File: config.mk
export PLATFORM = sky130hd
export DESIGN_NAME = clk_div_ratio_ctrl
export DESIGN_NICKNAME = d
export VERILOG_FILES = /design/src/rtl/clk_div_ratio_ctrl.sv
export SDC_FILE = /design/constraint.sdc
export NUM_CORES = 1
export LEC_CHECK = 0
export ABC_AREA = 1
export CORE_MARGIN = 2
export CORE_UTILIZATION = 56
export DETAILED_ROUTE_END_ITERATION = 10
export PLACE_DENSITY = 0.91
export SLEW_MARGIN = 20
export SYNTH_ARGS = -nofsm -noshare
export SYNTH_HDL_FRONTEND = slang
export SYNTH_SLANG_ARGS = --single-unit
File: constraint.sdc
create_clock -name clk_i -period 3.9 [get_ports clk_i]
set_clock_uncertainty 0.15 [all_clocks]
set_input_delay 1.17 -clock clk_i [delete_from_list [all_inputs] [get_ports clk_i]]
set_output_delay 1.17 -clock clk_i [all_outputs]
set_load 0.01 [all_outputs]
File: src/rtl/clk_div_ratio_ctrl.sv
// Arbitrates divide-ratio change requests for one shared clock divider and
// retimes each change into the divider's low phase with a reset pulse and settle window.
module clk_div_ratio_ctrl #(
    parameter int NREQ       = 2,
    parameter int DIV_W      = 4,
    parameter int RST_CYC    = 2,
    parameter int SETTLE_CYC = 4,
    parameter int TMO_CYC    = 64
) (
    input  logic                    clk_i,
    input  logic                    rst_i,
    input  logic [NREQ-1:0]         req_i,
    input  logic [NREQ*DIV_W-1:0]   req_div_i,
    output logic [NREQ-1:0]         ack_o,
    output logic [NREQ-1:0]         grant_o,
    output logic                    busy_o,
    output logic                    locked_o,
    input  logic                    out_clk_i,
    output logic [DIV_W-1:0]        div_in_o,
    output logic                    div_rst_o
);
    localparam int PW = (NREQ > 1) ? $clog2(NREQ) : 1;
    localparam int CW = $clog2(TMO_CYC + RST_CYC + SETTLE_CYC + 1);

    typedef enum logic [2:0] {
        S_INIT, S_IDLE, S_ARB, S_WAIT_EDGE, S_APPLY, S_SETTLE, S_DONE
    } state_t;

    state_t            state_q, state_d;
    logic [CW-1:0]     cnt_q, cnt_d;
    logic [PW-1:0]     ptr_q, ptr_d;
    logic [PW-1:0]     own_q, own_d;
    logic              owned_q, owned_d;
    logic              first_q, first_d;
    logic [DIV_W-1:0]  ratio_q, ratio_d;
    logic [DIV_W-1:0]  div_in_q, div_in_d;
    logic [NREQ-1:0]   mask_q, mask_d;
    logic              oc_q;

    int                base;
    logic [PW-1:0]     idx;
    logic              win_vld;
    logic [PW-1:0]     win_idx;
    logic [DIV_W-1:0]  win_raw;
    logic [DIV_W-1:0]  win_ratio;
    logic [NREQ-1:0]   own_oh;
    logic [NREQ-1:0]   win_oh;

    // Round-robin search; base of NREQ-1 makes the very first search start at 0.
    always_comb begin
        base    = first_q ? NREQ - 1 : int'(ptr_q);
        idx     = '0;
        win_vld = 1'b0;
        win_idx = '0;
        for (int k = NREQ; k >= 1; k--) begin
            idx = PW'((base + k) % NREQ);
            if (req_i[idx]) begin
                win_vld = 1'b1;
                win_idx = idx;
            end
        end
        win_raw   = req_div_i[int'(win_idx)*DIV_W +: DIV_W];
        win_ratio = (win_raw == '0) ? DIV_W'(1) : win_raw;
        own_oh    = NREQ'(1) << own_q;
        win_oh    = NREQ'(1) << win_idx;
    end

    always_comb begin
        state_d  = state_q;
        cnt_d    = cnt_q;
        ptr_d    = ptr_q;
        own_d    = own_q;
        owned_d  = owned_q;
        first_d  = first_q;
        ratio_d  = ratio_q;
        div_in_d = div_in_q;
        mask_d   = '0;
        case (state_q)
            S_INIT: begin
                cnt_d = cnt_q + 1'b1;
                if (cnt_q == CW'(RST_CYC - 1)) begin
                    state_d = S_SETTLE;
                    cnt_d   = '0;
                end
            end
            S_IDLE: begin
                if (|(req_i & ~mask_q)) state_d = S_ARB;
            end
            S_ARB: begin
                state_d = S_IDLE;
                if (win_vld) begin
                    own_d   = win_idx;
                    owned_d = 1'b1;
                    ratio_d = win_ratio;
                    cnt_d   = '0;
                    state_d = (win_ratio == div_in_q) ? S_DONE : S_WAIT_EDGE;
                end
            end
            S_WAIT_EDGE: begin
                cnt_d = cnt_q + 1'b1;
                // The timeout keeps a stopped divider from wedging the arbiter.
                if ((oc_q && !out_clk_i) || cnt_q == CW'(TMO_CYC - 1)) begin
                    state_d  = S_APPLY;
                    cnt_d    = '0;
                    div_in_d = ratio_q;
                end
            end
            S_APPLY: begin
                cnt_d = cnt_q + 1'b1;
                if (cnt_q == CW'(RST_CYC - 1)) begin
                    state_d = S_SETTLE;
                    cnt_d   = '0;
                end
            end
            S_SETTLE: begin
                cnt_d = cnt_q + 1'b1;
                if (cnt_q == CW'(SETTLE_CYC - 1)) begin
                    state_d = owned_q ? S_DONE : S_IDLE;
                    cnt_d   = '0;
                end
            end
            S_DONE: begin
                ptr_d   = own_q;
                owned_d = 1'b0;
                first_d = 1'b0;
                mask_d  = own_oh;
                state_d = S_IDLE;
            end
            default: state_d = S_INIT;
        endcase
    end

    always_ff @(posedge clk_i) begin
        if (rst_i) begin
            state_q  <= S_INIT;
            cnt_q    <= '0;
            ptr_q    <= '0;
            own_q    <= '0;
            owned_q  <= 1'b0;
            first_q  <= 1'b1;
            ratio_q  <= '0;
            div_in_q <= '1;
            mask_q   <= '0;
            oc_q     <= 1'b0;
        end else begin
            state_q  <= state_d;
            cnt_q    <= cnt_d;
            ptr_q    <= ptr_d;
            own_q    <= own_d;
            owned_q  <= owned_d;
            first_q  <= first_d;
            ratio_q  <= ratio_d;
            div_in_q <= div_in_d;
            mask_q   <= mask_d;
            oc_q     <= out_clk_i;
        end
    end

    always_comb begin
        ack_o     = '0;
        grant_o   = '0;
        busy_o    = 1'b1;
        locked_o  = 1'b1;
        div_rst_o = 1'b0;
        case (state_q)
            S_INIT: begin
                div_rst_o = 1'b1;
                locked_o  = 1'b0;
            end
            S_IDLE:      busy_o  = 1'b0;
            S_ARB:       grant_o = win_vld ? win_oh : '0;
            S_WAIT_EDGE: grant_o = own_oh;
            S_APPLY: begin
                grant_o   = own_oh;
                div_rst_o = 1'b1;
                locked_o  = 1'b0;
            end
            S_SETTLE: begin
                grant_o  = owned_q ? own_oh : '0;
                locked_o = 1'b0;
            end
            S_DONE: begin
                grant_o = own_oh;
                ack_o   = own_oh;
            end
            default: ;
        endcase
    end

    assign div_in_o = div_in_q;
endmodule

Word level (Yosys, flattened, before mapping) --
Cells that the tools add are included.
Storage, ports and cells: logic and storage cells 83, input port bits 13, flip-flop bits (word level) 25, output and inout bits 11
Cells by class: shift-type cells 3, $add $sub $neg 3, mux-type cells 32, reduce and logical (&&, ||, !) cells 16, bitwise gates (word level) 2, magnitude comparators 2, eq/ne operators 15
Operator list (count):
- $mux W7 | 4
- $pmux W7 S4 | 1
- $mux W3 | 7
- $pmux W3 S6 | 1
- $mux W1 | 13
- $eq A3 B3 Y1 const B | 3
- $ne A2 B2 Y1 const B | 4
- $reduce_and A2 Y1 | 4
- $shiftx A8 B4 Y4 | 1
- $add A7 B1 Y7 const B | 1
- $eq A7 B1 Y1 const B | 1
- $eq A7 B2 Y1 const B | 1
- $eq A7 B6 Y1 const B | 1
- $eq A3 B2 Y1 const B | 2
- $mux W2 | 3
- $pmux W2 S3 | 1
- $reduce_or A3 Y1 | 2
- $eq A4 B4 Y1 | 1
- $logic_not A4 Y1 | 1
- $lt A1 B2 Y1 const B | 2
- $mux W4 | 1
- $reduce_and A4 Y1 | 1
- $reduce_bool A4 Y1 | 1
- $reduce_or A2 Y1 | 2
- other kinds (12) | 14

Longest topological paths before layout --
Gate-level depths: netlist (run 1).
word-level depth 13, mapped depth 13

Least setup slack after synthesis (run 1) --
OpenSTA, ideal clock, no wires.
kind input to output, from in req_i[0], to out grant_o[1], arrival 1.670 ns, buffers on the path 0, stages on the path 5, slack 0.910 ns, required time 2.580 ns, cell sequence o21ai_2 > nand2_2 > inv_1 > nand2_1 > o21ai_0
Between the ends: longest elaborated chain between the ends 7
RTL lines:
- start, declared | line 12 | input logic [NREQ-1:0] req_i,
- $mux W1 (implied by the code) (2 in a row) | line 57 | if (req_i[idx]) begin
- $mux W1 (2 in a row) | line 57
- $shl A1 B1 Y2 | line 65 | win_oh = NREQ'(1) << win_idx;
- $mux W2 * | line 171 | S_ARB: grant_o = win_vld ? win_oh : '0;
- $pmux W2 S3 * | line 165 | case (state_q)
- end, declared | line 15 | output logic [NREQ-1:0] grant_o,
Every way passes the cells marked *; elsewhere a longest branch is shown, timed or not. The select of a mux whose other input is x is not followed.

Final worst setup path (run 1) --
from in req_i[1], to out grant_o[0]
The elaborated chain is that of the path after synthesis.

==> flow_summary.ini, run 1 <==
[timing]
setup_viol = 0
hold_violations = 0
worst_pin_slew_ps = 413
fmax_mhz = 270
layout_min_cycle_time_ps = 3710
slew_violations = 0
max_slew_margin_pct = 72.4
grt_setup_unrepaired = false
fin_crit_sh_pct = 95.1

[die]
dieHeight_um = 54.4
coreArea_um2 = 2430
initial_utilization_pct = 58.5
rows = 18
die_area_um2 = 2960
die_w_um = 54.4
top_level_ports = 24

[yosys]
synth_fa_ha_area_share_pct = 1.76
synth_mux_area_share_pct = 0
yosys.area_share.simple_pct = 36.0
ys_warn_count = 0
syn_nets = 216
synthCells = 201
ys_async_sr_fraction_pct = 0
synth_xor_area_share_pct = 0.616
ys.flop_type = dfxtp_1
syn_area_per_cell_um2 = 7.08
synth_seq_cells = 25
synth_seq_area_share_pct = 35.2
synth-edff-count = 0
synth_compound_area_share_pct = 15.0
synth_cell_type_count = 36
synth_top_family_by_area = simple AND/OR/NAND/NOR gates
syn_area_um2 = 1420

[pwr]
p_per_area_nw_per_um2 = 444
leakagePower_nw = 0.817
vdd_drop_max_mv = 0.424
power_w = 0.000782

[critical_path]
crit_path_end_kind = output pin
critPathArrivalTime_ps = 2390
crit_path_start = req_i[1]
startpoint_type = input pin
critPathKind = in2out
reg2reg_from = cnt_q[0]$_SDFFE_PP0P_
cp_max_fo = 4
cp_data_required_time_ps = 2580

[global_routing]
grt_pass1_vias = 1160
grt_first_pass_wirelength_um = 4750
antenna_found_initial = 0
grtUsageTotal_pct = 22.3
grt-ovfl-total = 0
grt_max_degree = 14

[cells_and_area]
drive_gt1_share_pct = 15.5
diodes = 0
fillers = 206
final_cell_mix = nand2_1, inv_1, dfxtp_1, clkdlybuf4s50_1, nor2_1
nNetsFinal = 249
synthToLayoutAreaGrowth_pct = 23.7
fin_area_um2 = 1760
layout_commonest_cell = nand2_1

[run_status]
run_status = finished clean

[min_path]
hold_class = reg2reg
min_from = first_q$_SDFFE_PP1P_

[routing]
routedWlPerCell_um = 11.3
drtIter0Drc = 32
vias_per_cell = 5.21
dr.pass1.iters = 5
drc = 0
totalWireLength_um = 2970
vias = 1369
ant_nets = 0

[placement]
place_area_um2 = 1740
finalWeightedCongestion = 0.874
dp.final_hpwl_um = 2410
io_buffers = 23

[clock_network]
root_buffer = clkbuf_4
clock_latency_ps = 310
h-tree-depth = 1
cts_inserted_buffers = 3
cts_sinks = 25
clk_path_buf_depth = 2
clk_pin_slew_worst_paths_ps = 120
cts_tree = done

[run]
max_cap_violations = 0
## worst max-delay path: stages
cell and delay, ps:
clkdlybuf4s50_1 530, nor2_1 70, inv_1 110, nand2_4 60, o22ai_1 160, dlygate4sd2_1 280
## where the power goes
| part | leakage [nW] | internal (W) | switching, W |
|---|---|---|---|
| Sequential | 0.203 | 0.000284 | 0.0000381 |
| Combinational | 0.599 | 0.000148 | 0.000199 |
| Clock | 0.0150 | 0.0000400 | 0.0000726 |
| Total | 0.817 | 0.000472 | 0.000310 |
## layout make-up
| type | instances | area [um2] | share of cell area [%] |
|---|---|---|---|
| multi-input combinational | 134 | 758 | 43.1 |
| tap | 30 | 37.5 | 2.13 |
| clock buffer | 4 | 26.3 | 1.49 |
| sequential | 25 | 500 | 28.4 |
| timing repair buffer | 30 | 280 | 15.9 |
| inverter | 40 | 156 | 8.89 |
## Yosys cell counts, drive strengths merged (2+ instances only)
library cell	n	area share, %
o21ai	10	4.3
o211ai	7	3.7
clkinv	2	0.62
nand4	5	2.2
nor3	9	5.5
o31ai	2	1.4
dfxtp	25	35
nand2	49	14
inv	38	10
ha	2	1.8
nand3	13	5.5
nand3b	4	2.1
a21oi	7	2.5
nor2	17	5.0
clkbuf	2	0.53
## stage by stage
stage | setup WS [ps] | hold WS, ps | utilization (%) | instances | setup TNS (ps)
floorplan | 910 | 289 | - | 201 | 0
global placement | -59.4 | 299 | 71.3 | 259 | -59.4
detailed placement | -83.0 | 309 | 71.3 | 259 | -101
CTS | 188 | 338 | 72.3 | 263 | 0
global route | 122 | 360 | 72.3 | 263 | 0
finish | 190 | 334 | 72.3 | 263 | 0
## metal layers
metal | vias to the layer above | wire length, um | track usage [%]
li1 | 723 | - | -
met1 | 609 | 1400 | 26.8
met2 | 32 | 1410 | 39.6
met3 | 5 | 123 | 3.83
met4 | 0 | 38 | 8.33
met5 | - | 0 | 0
## state kept, by name (all words and copies together) (netlist names)
| name | cells |
|---|---|
| cnt_q | 7 |
| own_q | 1 |
| ptr_q | 1 |
| mask_q | 2 |
| owned_q | 1 |
| first_q | 1 |
| div_in_o | 4 |
| state_q | 3 |
| oc_q | 1 |
| ratio_q | 4 |
## repair_timing
item,4_1_cts,5_1_grt
hold buffers,0,0
endpoints found under the setup margin,2,0
gates resized for setup,2,0
setup buffers,0,0
## worst paths after layout
path	end	slack, ps	cells past startpoint
worst max-delay path	grant_o[0]	190	6
worst min register to register	first_q$_SDFFE_PP1P_	330	2
worst max register to register	state_q[1]$_SDFFE_PP0P_	1860	11
worst min-delay path	first_q$_SDFFE_PP1P_	330	2
## cell families after synthesis
group	count (synthesis)
and+or+nand+nor	100
xor gates and xnor gates	1
buffers and inverters	42
adders and majority gates	2
AOI/OAI and AO/OA	31
DFF	25
No activity file was read; power rests on OpenSTA's default activity.
==> run 2, diff against run 1 <==
TNS_END_PERCENT = 20   (was not set)
==> results of run 2 <==
The final DEF is identical to that of run 1; final timing and power are the same.
